`config.mk`:
```
export PLATFORM = sky130hd
export DESIGN_NAME = mdu_sequencer_flat
export DESIGN_NICKNAME = d
export VERILOG_FILES = /design/src/rtl/mdu_if.sv /design/src/rtl/mdu_sequencer.sv /design/src/flat_wrapper.sv
export SDC_FILE = /design/constraint.sdc
export NUM_CORES = 1
export LEC_CHECK = 0
export ABC_AREA = 1
export BUFFER_PORTS_ARGS = -buffer_cell sky130_fd_sc_hd__buf_2
export CORE_UTILIZATION = 35
export DETAILED_ROUTE_END_ITERATION = 7
export PLACE_DENSITY = 0.51
export SETUP_SLACK_MARGIN = 0.2
export SYNTH_ARGS = -nofsm -noshare
export SYNTH_HDL_FRONTEND = slang
export SYNTH_SLANG_ARGS = --single-unit
```
`constraint.sdc`:
```
create_clock -name clk -period 5.4 [get_ports clk]
set_input_delay 0.27 -clock clk [delete_from_list [all_inputs] [get_ports clk]]
set_output_delay 0.27 -clock clk [all_outputs]
set_load 0.005 [all_outputs]
```
`src/rtl/mdu_if.sv`:
```
// Request/response bundle between the execute-stage controller and the
// iterative multiply/divide sequencer.
interface mdu_if #(
    parameter int WIDTH = 32
);
    // start is a one-cycle request that is taken only while the sequencer is
    // idle or done (busy=0); busy stalls the pipeline; done pulses for one cycle
    // with result valid, and result then holds until the next completion.
    logic             start;
    logic [2:0]       funct3;
    logic [WIDTH-1:0] srca;
    logic [WIDTH-1:0] srcb;
    logic             flush;
    logic             busy;
    logic             done;
    logic [WIDTH-1:0] result;

    modport master (
        output start, funct3, srca, srcb, flush,
        input  busy, done, result
    );

    modport slave (
        input  start, funct3, srca, srcb, flush,
        output busy, done, result
    );
endinterface

```
`src/rtl/mdu_sequencer.sv`:
```
// Iterative RV32M multiply/divide unit: radix-2 shift-add multiply and
// restoring divide, one bit per cycle, with sign fix-up and early-out cases.
module mdu_sequencer #(
    parameter int WIDTH = 32
) (
    input  logic       clk,
    input  logic       reset,
    mdu_if.slave       bus,
    output logic [1:0] dbg_state
);
    typedef enum logic [1:0] {
        IDLE = 2'd0,
        CALC = 2'd1,
        FIX  = 2'd2,
        DONE = 2'd3
    } state_t;

    localparam int CW = (WIDTH > 1) ? $clog2(WIDTH) : 1;
    localparam logic [CW-1:0]    LAST    = CW'(WIDTH - 1);
    localparam logic [WIDTH-1:0] MIN_INT = {1'b1, {(WIDTH-1){1'b0}}};

    state_t state, state_next;
    logic   accept;

    logic [2:0]         op;
    logic [2*WIDTH-1:0] acc;
    logic [WIDTH-1:0]   opnd;
    logic               neg_q;
    logic               neg_r;
    logic [CW-1:0]      cnt;
    logic [WIDTH-1:0]   result_q;

    // Operand preparation for the request currently presented on the bus.
    logic             sign_a, sign_b, early;
    logic [WIDTH-1:0] mag_a, mag_b, early_val;

    always_comb begin
        sign_a    = 1'b0;
        sign_b    = 1'b0;
        early_val = '0;
        case (bus.funct3)
            3'b001, 3'b100, 3'b110: begin
                sign_a = bus.srca[WIDTH-1];
                sign_b = bus.srcb[WIDTH-1];
            end
            3'b010: sign_a = bus.srca[WIDTH-1];
            default: ;
        endcase
        mag_a = sign_a ? -bus.srca : bus.srca;
        mag_b = sign_b ? -bus.srcb : bus.srcb;
        early = bus.funct3[2] && ((bus.srcb == '0) ||
                (!bus.funct3[0] && bus.srca == MIN_INT && bus.srcb == '1));
        if (bus.srcb == '0)
            early_val = bus.funct3[1] ? bus.srca : '1;
        else
            early_val = bus.funct3[1] ? '0 : MIN_INT;
    end

    always_ff @(posedge clk) begin
        if (reset)
            state <= IDLE;
        else
            state <= state_next;
    end

    always_comb begin
        state_next = state;
        accept     = 1'b0;
        case (state)
            IDLE, DONE: begin
                if (bus.start) begin
                    accept     = 1'b1;
                    state_next = early ? DONE : CALC;
                end else begin
                    state_next = IDLE;
                end
            end
            CALC:    if (cnt == LAST) state_next = FIX;
            FIX:     state_next = DONE;
            default: state_next = IDLE;
        endcase
        if (bus.flush) begin
            state_next = IDLE;
            accept     = 1'b0;
        end
    end

    assign bus.busy   = (state == CALC) || (state == FIX);
    assign bus.done   = (state == DONE);
    assign bus.result = result_q;
    assign dbg_state  = state;

    // One iteration of each algorithm. acc holds {high, low} for multiply
    // and {remainder, quotient} for divide; opnd is multiplicand or divisor.
    logic [WIDTH:0]     mul_sum;
    logic [2*WIDTH-1:0] mul_next;
    logic [WIDTH:0]     div_top;
    logic [WIDTH-1:0]   div_diff;
    logic               div_ge;
    logic [2*WIDTH-1:0] div_next;
    logic [2*WIDTH-1:0] prod;
    logic [WIDTH-1:0]   quo, rem, fix_val;

    always_comb begin
        mul_sum  = {1'b0, acc[2*WIDTH-1:WIDTH]} + {1'b0, opnd};
        mul_next = acc[0] ? {mul_sum, acc[WIDTH-1:1]} : {1'b0, acc[2*WIDTH-1:1]};
        // The shifted-out top bit is kept so a partial remainder above 2^WIDTH-1 compares correctly.
        div_top  = acc[2*WIDTH-1:WIDTH-1];
        div_ge   = div_top >= {1'b0, opnd};
        div_diff = div_top[WIDTH-1:0] - opnd;
        div_next = div_ge ? {div_diff, acc[WIDTH-2:0], 1'b1} : {acc[2*WIDTH-2:0], 1'b0};
        prod     = neg_q ? -acc : acc;
        quo      = neg_q ? -acc[WIDTH-1:0] : acc[WIDTH-1:0];
        rem      = neg_r ? -acc[2*WIDTH-1:WIDTH] : acc[2*WIDTH-1:WIDTH];
        if (op[2])
            fix_val = op[1] ? rem : quo;
        else
            fix_val = (op[1:0] == 2'b00) ? prod[WIDTH-1:0] : prod[2*WIDTH-1:WIDTH];
    end

    always_ff @(posedge clk) begin
        if (reset) begin
            op       <= '0;
            acc      <= '0;
            opnd     <= '0;
            neg_q    <= 1'b0;
            neg_r    <= 1'b0;
            cnt      <= '0;
            result_q <= '0;
        end else if (accept) begin
            op    <= bus.funct3;
            cnt   <= '0;
            neg_q <= sign_a ^ sign_b;
            neg_r <= sign_a;
            if (early)
                result_q <= early_val;
            if (bus.funct3[2]) begin
                acc  <= {{WIDTH{1'b0}}, mag_a};
                opnd <= mag_b;
            end else begin
                acc  <= {{WIDTH{1'b0}}, mag_b};
                opnd <= mag_a;
            end
        end else if (!bus.flush) begin
            if (state == CALC) begin
                acc <= op[2] ? div_next : mul_next;
                cnt <= cnt + 1'b1;
            end else if (state == FIX) begin
                result_q <= fix_val;
            end
        end
    end
endmodule

```
`src/flat_wrapper.sv`:
```
// flat-port wrapper written by rule: the top's interface ports become plain ports
module mdu_sequencer_flat 
#(
    parameter int WIDTH = 32
)
  (clk, reset, dbg_state, bus_start, bus_funct3, bus_srca, bus_srcb, bus_flush, bus_busy, bus_done, bus_result);
  mdu_if #(.WIDTH(WIDTH)) bus_i ();
  input  logic clk;
  input  logic reset;
  output logic [1:0] dbg_state;
  input wire logic [$bits(bus_i.start)-1:0] bus_start;
  input wire logic [$bits(bus_i.funct3)-1:0] bus_funct3;
  input wire logic [$bits(bus_i.srca)-1:0] bus_srca;
  input wire logic [$bits(bus_i.srcb)-1:0] bus_srcb;
  input wire logic [$bits(bus_i.flush)-1:0] bus_flush;
  output wire logic [$bits(bus_i.busy)-1:0] bus_busy;
  output wire logic [$bits(bus_i.done)-1:0] bus_done;
  output wire logic [$bits(bus_i.result)-1:0] bus_result;
  assign bus_i.start = bus_start;
  assign bus_i.funct3 = bus_funct3;
  assign bus_i.srca = bus_srca;
  assign bus_i.srcb = bus_srcb;
  assign bus_i.flush = bus_flush;
  assign bus_busy = bus_i.busy;
  assign bus_done = bus_i.done;
  assign bus_result = bus_i.result;
  mdu_sequencer #(.WIDTH(WIDTH)) u_core (.clk(clk), .reset(reset), .bus(bus_i), .dbg_state(dbg_state));
endmodule
```
==> reports/results.ini <==
[status]
outcome = finished clean

[grt]
grt_pass1_vias = 20800
antenna_found_initial = 4
grt_pass1_wl_um = 136000
grt_use_total = 0.350
grt-ovfl-total = 0
grt_max_degree = 74

[sta]
fin_ws_ns = 2.04
skew_ns = 0.0140
rsz0062_at_grt = false
setup_violations = 0
setup-tns-final_ns = 0
timing.final.hold_violations = 0
finalMaxSlewViolations = 0
max_slew_margin = 0.207
post-route-min-period_ns = 3.36
fin_crit_sh = 0.621
holdWs_ns = 0.0761
worst_pin_slew_ns = 1.19
max_freq_mhz = 298

[critical_path]
path_depth = 11
reg2reg_from = u_core.dbg_state[0]
crit_path_cell_trace = inv_1 -> ha_1 -> nand2_1 -> nor2_4 -> buf_4 -> nor2_4 -> inv_1 -> a21oi_1 -> o21a_1 -> nor3_1 -> a21oi_1
reg2reg_to = u_core.bus.result[0]
worstRegToRegCells = 11
slowest_stage = nor2_4
worstPathBufferInverterCount = 3
startpoint_type = flop
slowest_delay_ns = 0.93
r2r_slack_ns = 2.04
cp_max_fo = 43
cp_top_family = simple AND/OR/NAND/NOR gates
critical_path_class = flop to flop
cp.arrival_ns = 3.75
crit_required_ns = 5.79
end_kind = flop

[layout]
seqCellArea_um2 = 2810
nets = 3435
final_common_cell = nand2_1
nFillCells = 5815
drive_above_1_share = 0.0733
area_growth_pct = 8.60
multi_input_area_um2 = 12900
layout_common_cells = nand2_1, inv_1, nor2_1

[power_and_ir_drop]
leakage_uw = 0.00966
max-vdd-ir-drop_uv = 258
pwr_density_cell_nw_per_um2 = 214

[routing]
vias = 22600
wire_per_inst_um = 23.5
drcViolationCount = 0
met3WireLength_um = 8360
drt_wl_total_um = 93200
drt-initial-drc-count = 2863
top_layer_used = met5
met2WireLength_um = 40700
drt-met1-wl_um = 38600
drt_pass1_iterations = 6
via_per_inst = 5.69
ant_nets = 0

[job]
maxCapViolations = 0

[placed_design]
dp_slack_ns = 2.15
port_buffers = 106
post-dp-hpwl_um = 74700
gp_congestion = 1.08

[floorplanning]
die_area_um2 = 52100
start_util = 0.356
ios = 107
die_x_um = 228
core_area_um2 = 50300
rows = 82
die_y_um = 228

[clocking]
ctsHoldBuffers = 0
clkSinkCount = 140
cts_root_buffer = clkbuf_16
cts_tree = built
cts_setup_buffers = 0
cts_max_path_buffers = 2
cts_buffers = 17
clk_latency_ns = 0.47
h-tree-depth = 4
cts_resized = 0
clk_pin_slew_ns = 0.07

[yosys]
synth_cell_type_count = 58
synth_top_family_by_area = simple AND/OR/NAND/NOR gates
async_reset_ff_frac = 0
synth_seq_cells = 140
synthesis.instances = 3273
synth_warnings = 0
syn_area_per_cell_um2 = 5.47
synth_compound_area_frac = 0.162
synthAdderAreaFrac = 0.0539
muxShareOfSynthArea = 0
synth_edf_count = 0
seq_area_frac_synth = 0.156
yosys.area_share.simple = 0.448
synth_ff_type = dfxtp_1
synth_xor_area_frac = 0.0518
synth_fp_nets = 3420
synth_area_um2 = 17900

[hold_path]
hold_depth = 2
hp-class = input pin to flop
min_from = bus_flush
min_to = u_core.dbg_state[1]

-- stage by stage --
step	utilization	std cells	power, uW	instance area (um2)
2_1_floorplan	-	3273	2270	17900
3_3_place_gp	0.375	3941	2890	18900
3_5_place_dp	0.375	3941	2880	18900
4_1_cts	0.387	3973	4120	19400
5_1_grt	0.387	3973	4350	19400
6_report	0.387	3974	4160	19500
-- routing by layer --
metal | GRT usage | vias up
met4 | 0.189 | 4
met5 | 0 | -
met3 | 0.0641 | 250
met1 | 0.454 | 10500
met2 | 0.550 | 1204
li1 | - | 10700
-- area by class of cell --
type                            instances  share of cell area
Tap cell                              672              0.0432
Clock inverter                         14             0.00765
Clock buffer                           18              0.0221
Inverter                              433              0.0839
Timing Repair Buffer                  132              0.0373
Sequential cell                       140               0.144
Multi-Input combinational cell       2564               0.662
Antenna cell                            1            0.000129
-- how the worst max path moves through the flow --
stage / from / endpoint / slack, ns
CTS: u_core.dbg_state[0] / u_core.bus.result[0] / 2.11
global route: u_core.dbg_state[0] / u_core.bus.result[2] / 1.91
global placement: u_core.dbg_state[0] / u_core.bus.result[0] / 2.18
floorplan: u_core.acc[0] / u_core.bus.result[0] / 3.16
detailed placement: u_core.dbg_state[0] / u_core.bus.result[0] / 2.15
finish: u_core.dbg_state[0] / u_core.bus.result[0] / 2.04
-- synth_stat cells, types with 4 or more instances --
cell type	count	area, um2
nand2_2	8	50.1
nand3_1	352	1760
buf_2	30	150
clkinv_1	5	18.8
o21ai_0	148	741
clkbuf_1	79	297
inv_1	420	1580
ha_1	74	926
nand2_1	977	3670
a21oi_1	191	956
nor2_4	6	67.6
dfxtp_1	140	2800
or2_2	8	50.1
o21ai_2	4	35.0
a221oi_1	34	298
xnor2_1	19	166
nand3_2	8	80.1
inv_2	5	18.8
xor2_1	87	762
o21ai_1	27	135
buf_1	12	45.0
nand4_1	55	344
o211ai_1	39	293
nand3b_1	13	97.6
nor3_1	38	190
nor4_1	5	31.3
o21bai_1	10	75.1
a31oi_1	20	125
nor2_2	14	87.6
nor2_1	382	1430
buf_6	12	135
a22oi_1	9	67.6
-- flip-flops by register name, summed over array words and instances, names as in the netlist --
signal	cells
u_core.bus.result	32
u_core.opnd	32
u_core.neg_r	1
u_core.neg_q	1
u_core.acc	64
u_core.dbg_state	2
u_core.cnt	5
u_core.op	3
-- cell families after synthesis --
family	count (synthesis)
buffers and inverters	569
AND/OR/NAND/NOR	1879
adder cells (fa/ha/maj)	76
AO/OA/AOI/OAI	503
XOR/XNOR	106
flip-flops	140
-- power by group --
part / internal, uW / switching, uW
registers: 1090 / 124
clock network: 653 / 581
logic: 470 / 1240
No activity file was read; power rests on OpenSTA's default activity.
